$ cat config.mk
export PLATFORM = sky130hd
export DESIGN_NAME = sound_mailbox_68k_flat
export DESIGN_NICKNAME = d
export VERILOG_FILES = /design/src/rtl/sound_mailbox_68k_if.sv /design/src/rtl/sound_mailbox_68k.sv /design/src/flat_wrapper.sv
export SDC_FILE = /design/constraint.sdc
export NUM_CORES = 1
export LEC_CHECK = 0
export CELL_PAD_IN_SITES_DETAIL_PLACEMENT = 2
export CELL_PAD_IN_SITES_GLOBAL_PLACEMENT = 2
export CORE_MARGIN = 4
export CORE_UTILIZATION = 35
export CTS_CLUSTER_SIZE = 20
export DETAILED_ROUTE_END_ITERATION = 10
export DONT_BUFFER_PORTS = 1
export PLACE_DENSITY = 0.69
export SLEW_MARGIN = 20
export SYNTH_ARGS = -nofsm -noshare
export SYNTH_HDL_FRONTEND = slang
export SYNTH_SLANG_ARGS = --single-unit
$ cat constraint.sdc
create_clock -name CLK -period 1.9 [get_ports CLK]
set_input_delay 0.38 -clock CLK [delete_from_list [all_inputs] [get_ports CLK]]
set_output_delay 0.38 -clock CLK [all_outputs]
set_load 0.02 [all_outputs]
$ cat src/rtl/sound_mailbox_68k_if.sv
// 68k/Z80 sound mailbox bus bundle.
// The slave modport faces the mailbox; the master modport drives it.
interface sound_mailbox_68k_if;
   logic       M68K_CMD_WR;
   logic [7:0] M68K_DIN;
   logic       M68K_REPLY_RD;
   logic [7:0] M68K_REPLY;
   logic [2:0] M68K_STATUS;
   logic       nSDW;
   logic       nSDZ80R;
   logic       nSDZ80W;
   logic       nSDZ80CLR;
   logic [7:0] SDD_IN;
   logic [7:0] SDD_OUT;

   modport slave (
      input  M68K_CMD_WR, M68K_DIN, M68K_REPLY_RD,
      input  nSDZ80R, nSDZ80W, nSDZ80CLR, SDD_IN,
      output M68K_REPLY, M68K_STATUS, nSDW, SDD_OUT
   );

   modport master (
      output M68K_CMD_WR, M68K_DIN, M68K_REPLY_RD,
      output nSDZ80R, nSDZ80W, nSDZ80CLR, SDD_IN,
      input  M68K_REPLY, M68K_STATUS, nSDW, SDD_OUT
   );
endinterface

$ cat src/rtl/sound_mailbox_68k.sv
// 68k-side sound command/reply mailbox with nSDW strobe generator.
// Optional unread-command timeout: define SOUND_MAILBOX_TIMEOUT_EN.
module sound_mailbox_68k #(
   parameter int unsigned SDW_PULSE = 4
`ifdef SOUND_MAILBOX_TIMEOUT_EN
  ,parameter int unsigned TIMEOUT_CYC = 65535
`endif
) (
   input logic                  CLK,
   input logic                  nRESET,
   sound_mailbox_68k_if.slave   bus
);

   typedef enum logic {IDLE, PULSE} state_e;

   localparam logic [7:0] CNT_LOAD = 8'(SDW_PULSE - 1);

   state_e     state_q, state_d;
   logic [7:0] cnt_q, cnt_d;
   logic [7:0] cmd_q, cmd_d;
   logic [7:0] reply_q, reply_d;
   logic       pend_q, pend_d;
   logic       rnew_q, rnew_d;
   logic       rd_q, rd_prev_q;
   logic       wr_q, wr_prev_q;
   logic       clr_q;
   logic [7:0] sdd_q;
   logic       rd_fall;
   logic       wr_rise;
   logic       timeout;

   assign rd_fall = rd_prev_q & ~rd_q;
   assign wr_rise = ~wr_prev_q & wr_q;

   always_ff @(posedge CLK or negedge nRESET) begin
      if (!nRESET) begin
         rd_q      <= 1'b1;
         rd_prev_q <= 1'b1;
         wr_q      <= 1'b1;
         wr_prev_q <= 1'b1;
         clr_q     <= 1'b1;
         sdd_q     <= 8'h00;
      end else begin
         rd_q      <= bus.nSDZ80R;
         rd_prev_q <= rd_q;
         wr_q      <= bus.nSDZ80W;
         wr_prev_q <= wr_q;
         clr_q     <= bus.nSDZ80CLR;
         sdd_q     <= bus.SDD_IN;
      end
   end

   // A 68k write beats a coincident clear or Z80 read.
   always_comb begin
      cmd_d   = cmd_q;
      pend_d  = pend_q;
      reply_d = reply_q;
      rnew_d  = rnew_q;
      if (bus.M68K_CMD_WR) cmd_d = bus.M68K_DIN;
      else if (!clr_q)     cmd_d = 8'h00;
      if (bus.M68K_CMD_WR) pend_d = 1'b1;
      else if (rd_fall)    pend_d = 1'b0;
      if (!wr_q) reply_d = sdd_q;
      if (wr_rise)                 rnew_d = 1'b1;
      else if (bus.M68K_REPLY_RD)  rnew_d = 1'b0;
   end

   always_comb begin
      state_d = state_q;
      cnt_d   = cnt_q;
      unique case (state_q)
         IDLE: begin
            if (bus.M68K_CMD_WR) begin
               state_d = PULSE;
               cnt_d   = CNT_LOAD;
            end
         end
         PULSE: begin
            if (bus.M68K_CMD_WR) cnt_d = CNT_LOAD;
            else if (cnt_q == 8'd0) state_d = IDLE;
            else cnt_d = cnt_q - 8'd1;
         end
         default: state_d = IDLE;
      endcase
   end

   always_ff @(posedge CLK or negedge nRESET) begin
      if (!nRESET) begin
         state_q <= IDLE;
         cnt_q   <= 8'd0;
         cmd_q   <= 8'h00;
         pend_q  <= 1'b0;
         reply_q <= 8'h00;
         rnew_q  <= 1'b0;
      end else begin
         state_q <= state_d;
         cnt_q   <= cnt_d;
         cmd_q   <= cmd_d;
         pend_q  <= pend_d;
         reply_q <= reply_d;
         rnew_q  <= rnew_d;
      end
   end

`ifdef SOUND_MAILBOX_TIMEOUT_EN
   localparam logic [15:0] TO_MAX = 16'(TIMEOUT_CYC);

   logic [15:0] tcnt_q, tcnt_d;
   logic        tout_q, tout_d;

   // A fresh command restarts the unread interval.
   always_comb begin
      tcnt_d = tcnt_q;
      tout_d = tout_q;
      if (!pend_q || bus.M68K_CMD_WR) tcnt_d = 16'd0;
      else if (tcnt_q != TO_MAX)      tcnt_d = tcnt_q + 16'd1;
      if (bus.M68K_CMD_WR)            tout_d = 1'b0;
      else if (tcnt_d == TO_MAX)      tout_d = 1'b1;
   end

   always_ff @(posedge CLK or negedge nRESET) begin
      if (!nRESET) begin
         tcnt_q <= 16'd0;
         tout_q <= 1'b0;
      end else begin
         tcnt_q <= tcnt_d;
         tout_q <= tout_d;
      end
   end

   assign timeout = tout_q;
`else
   assign timeout = 1'b0;
`endif

   assign bus.SDD_OUT     = cmd_q;
   assign bus.M68K_REPLY  = reply_q;
   assign bus.M68K_STATUS = {timeout, rnew_q, pend_q};
   assign bus.nSDW        = (state_q == IDLE);

endmodule

$ cat src/flat_wrapper.sv
// flat-port wrapper written by rule: the top's interface ports become plain ports
module sound_mailbox_68k_flat 
#(
   parameter int unsigned SDW_PULSE = 4

)
  (CLK, nRESET, bus_M68K_CMD_WR, bus_M68K_DIN, bus_M68K_REPLY_RD, bus_nSDZ80R, bus_nSDZ80W, bus_nSDZ80CLR, bus_SDD_IN, bus_M68K_REPLY, bus_M68K_STATUS, bus_nSDW, bus_SDD_OUT);
  sound_mailbox_68k_if bus_i ();
  input logic CLK;
  input logic nRESET;
  input wire logic [$bits(bus_i.M68K_CMD_WR)-1:0] bus_M68K_CMD_WR;
  input wire logic [$bits(bus_i.M68K_DIN)-1:0] bus_M68K_DIN;
  input wire logic [$bits(bus_i.M68K_REPLY_RD)-1:0] bus_M68K_REPLY_RD;
  input wire logic [$bits(bus_i.nSDZ80R)-1:0] bus_nSDZ80R;
  input wire logic [$bits(bus_i.nSDZ80W)-1:0] bus_nSDZ80W;
  input wire logic [$bits(bus_i.nSDZ80CLR)-1:0] bus_nSDZ80CLR;
  input wire logic [$bits(bus_i.SDD_IN)-1:0] bus_SDD_IN;
  output wire logic [$bits(bus_i.M68K_REPLY)-1:0] bus_M68K_REPLY;
  output wire logic [$bits(bus_i.M68K_STATUS)-1:0] bus_M68K_STATUS;
  output wire logic [$bits(bus_i.nSDW)-1:0] bus_nSDW;
  output wire logic [$bits(bus_i.SDD_OUT)-1:0] bus_SDD_OUT;
  assign bus_i.M68K_CMD_WR = bus_M68K_CMD_WR;
  assign bus_i.M68K_DIN = bus_M68K_DIN;
  assign bus_i.M68K_REPLY_RD = bus_M68K_REPLY_RD;
  assign bus_i.nSDZ80R = bus_nSDZ80R;
  assign bus_i.nSDZ80W = bus_nSDZ80W;
  assign bus_i.nSDZ80CLR = bus_nSDZ80CLR;
  assign bus_i.SDD_IN = bus_SDD_IN;
  assign bus_M68K_REPLY = bus_i.M68K_REPLY;
  assign bus_M68K_STATUS = bus_i.M68K_STATUS;
  assign bus_nSDW = bus_i.nSDW;
  assign bus_SDD_OUT = bus_i.SDD_OUT;
  sound_mailbox_68k #(.SDW_PULSE(SDW_PULSE)) u_core (.CLK(CLK), .nRESET(nRESET), .bus(bus_i));
endmodule
==> impl_metrics.toml <==
[grt]
grt_pass1_vias = 957
antenna_found_initial = 0
grt_pass1_wl_um = 4860
grt_overflow = 0
grt_use_total_pct = 12.8
grt_max_degree = 41

[setup_path]
worst_r2r_path_depth = 5
path_max_fanout = 3
crit_type = "register to register"
cp.arrival_ns = 1.99
endpoint_kind = "register"
crit_required_ns = 2.13
critPathLaunchType = "register"

[sta]
fmax_ghz = 0.566
tightestPinTransition_ns = 0.539
rsz0062_at_grt = "false"
min_period_ns = 1.77
maxSlewViolCount = 0
final.setup.tns_ns = 0
final-setup-viol-count = 0
fin_ws_ns = 0.134
slew_headroom_pct = 64.0
finClkSkew_ns = 0.00676
period_share_pct = 93.0
hold_viol = 0

[drt]
avgViaCountPerCell = 5.24
drtPass1Iterations = 3
drtIter0Drc = 28
wirelength_um = 3070
route.detailed.drc = 0
routedWlPerCell_um = 18.7
postRouteAntennaNets = 0
vias = 859

[worst_hold_path]
min_path_type = "input port to register"
holdPathStages = 0

[final_layout]
diodes = 0
drive_gt1_share_pct = 24.6
nNetsFinal = 138
area_growth_pct = 12.0

[logic_synthesis]
syn_nets = 136
synth_most_common_cell = "dfrtp_1"
synth-seq-area-share_pct = 66.3
async_reset_ff_share_pct = 100
synthCells = 111
yosys.area.top_type_share_pct = 57.6
synth_edf_count = 0
ys_warn_count = 0
synth_flop_cell = "dfrtp_1"
synth_area_per_cell_um2 = 13.7
synthesis.area_um2 = 1520
ys_seq_elements = 40
synth.distinct_cells = 30
netlist.top_cell.by_area = "dfrtp_1"
synthTopCellsByArea = "dfrtp_1 58%, dfstp_2 8.6%, mux2_2 6.7%"
ys_top_cells_by_count = "35 x dfrtp_1, 9 x mux2_2, 8 x a22o_1, 7 x inv_1, 5 x dfstp_2"

[clock_network]
cts_made_buffers = 5
cts_sinks = 40
clkTransAtPathRegs_ns = 0.08
cts_tree = "built"
clk_latency_ns = 0.30
cts_root_buffer = "clkbuf_8"
h-tree-depth = 2
clock_path_buffers = 2

[pwr]
p_per_area_nw_per_um2 = 1240
netSwitchingFraction_pct = 27.8
combPwrFrac_pct = 14.2
power.switching_w = 0.000588
pwr-share-seq_pct = 51.0
p_leak_nw = 0.749
power_frac_clock_pct = 34.8
ir_drop_uv = 548
power.internal_w = 0.00152

[placement]
dp_slack_ns = 0.166
dp_hpwl_um = 2110
port_buffers = 0
gp_congestion = 0.720

[run]
cap_violations = 0

[die]
dieArea_um2 = 5460
initial_core_util_pct = 37.2
die-width_um = 73.9
io_pins = 43
core-area_um2 = 4090
die_y_um = 73.9
row_count = 23

[status]
outcome = "complete, no violations"
-- worst paths after layout --
kind,slack [ns],to,start
min,0.07,u_core.wr_q,bus_nSDZ80W
min reg2reg,0.37,u_core.rd_prev_q,u_core.rd_q
min in group asynchronous,0.56,u_core.bus.SDD_OUT[2],nRESET
max reg2reg,0.13,u_core.cnt_q[1],u_core.cnt_q[0]
max in group asynchronous,1.07,u_core.wr_prev_q,nRESET
max,0.13,u_core.cnt_q[1],u_core.cnt_q[0]
-- layout make-up --
class                           instances  area, µm²
Clock inverter                          2       38.8
Multi-Input combinational cell         57        455
Fill cell                             414       2380
Tap cell                               50       62.6
Inverter                                7       26.3
Clock buffer                            6       82.6
Timing Repair Buffer                    2       30.0
Sequential cell                        40       1010
-- cell usage in the layout (no fill, tap or decap), types with 2 or more instances in the layout --
cell type,synthesis,final
nand2_1,2,2
or4_1,2,2
nor2_1,4,4
a21oi_1,4,4
clkbuf_8,0,6
ha_1,2,2
nor4_1,2,2
inv_1,7,7
mux2i_1,2,2
a22o_1,8,8
dfrtp_1,35,35
nor2b_1,4,4
o21ai_0,3,3
mux2_2,9,9
nand2b_1,2,2
dfstp_2,5,5
-- registers in the layout (all words and copies together) (netlist names) --
register	cells
u_core.bus.M68K_REPLY	8
u_core.bus.SDD_OUT	8
u_core.clr_q	1
u_core.cnt_q	8
u_core.pend_q	1
u_core.rd_prev_q	1
u_core.rd_q	1
u_core.rnew_q	1
u_core.sdd_q	8
u_core.state_q	1
u_core.wr_prev_q	1
u_core.wr_q	1
-- power groups by stage --
stage / sequential [W] / combinational [W] / clock, W
after floorplan: 0.00106 / 0.000245 / 0
after global placement: 0.00108 / 0.000259 / 0
after detailed placement: 0.00109 / 0.000276 / 0
after CTS: 0.00108 / 0.000308 / 0.000770
after global routing: 0.00109 / 0.000341 / 0.000802
final: 0.00108 / 0.000299 / 0.000736
-- metal layers --
layer	track usage, %	up-vias	part of all wire, %
met3	6.57	7	7.6
met4	7.24	0	2.3
li1	-	390	-
met2	19.6	31	52
met1	14.3	431	38
met5	0	-	0
-- critical path, stage by stage, from the launching register on --
cell	delay, ns
dfrtp_1	0.40
inv_1	0.12
ha_1	0.21
or4b_1	0.50
o21ai_2	0.25
mux2i_1	0.21
-- what timing repair did --
| action | CTS | global route |
|---|---|---|
| endpoints found under the setup margin | 0 | 1 |
| hold buffers | 2 | 0 |
| endpoints found under the hold margin | 40 | 0 |
| gates resized for setup | 0 | 1 |
| setup buffers | 0 | 0 |
-- through the flow --
step           hold slack, ns  utilization [%]  cells  cell area, µm²  power, W
4_1_cts                0.0512             41.5    164            1700   0.00215
3_3_place_gp           0.0856             37.8    154            1550   0.00134
3_5_place_dp           0.0855             37.8    154            1550   0.00137
2_1_floorplan          0.0844                -    111            1520   0.00130
5_1_grt                0.0445             41.7    164            1700   0.00224
6_report               0.0737             41.7    164            1700   0.00211
-- cells by family (layout without fill, tap and decap cells) --
family / count (synthesis) / in the layout / synth area share [%]
buffers and inverters: 14 / 17 / 4.20
multiplexers: 12 / 12 / 8.72
other: 1 / 1 / 0.247
AO/OA/AOI/OAI: 20 / 20 / 9.71
flip-flops: 40 / 40 / 66.3
AND/OR/NAND/NOR: 22 / 22 / 9.22
adder cells (fa/ha/maj): 2 / 2 / 1.65
(Power assumes the default switching activity.)
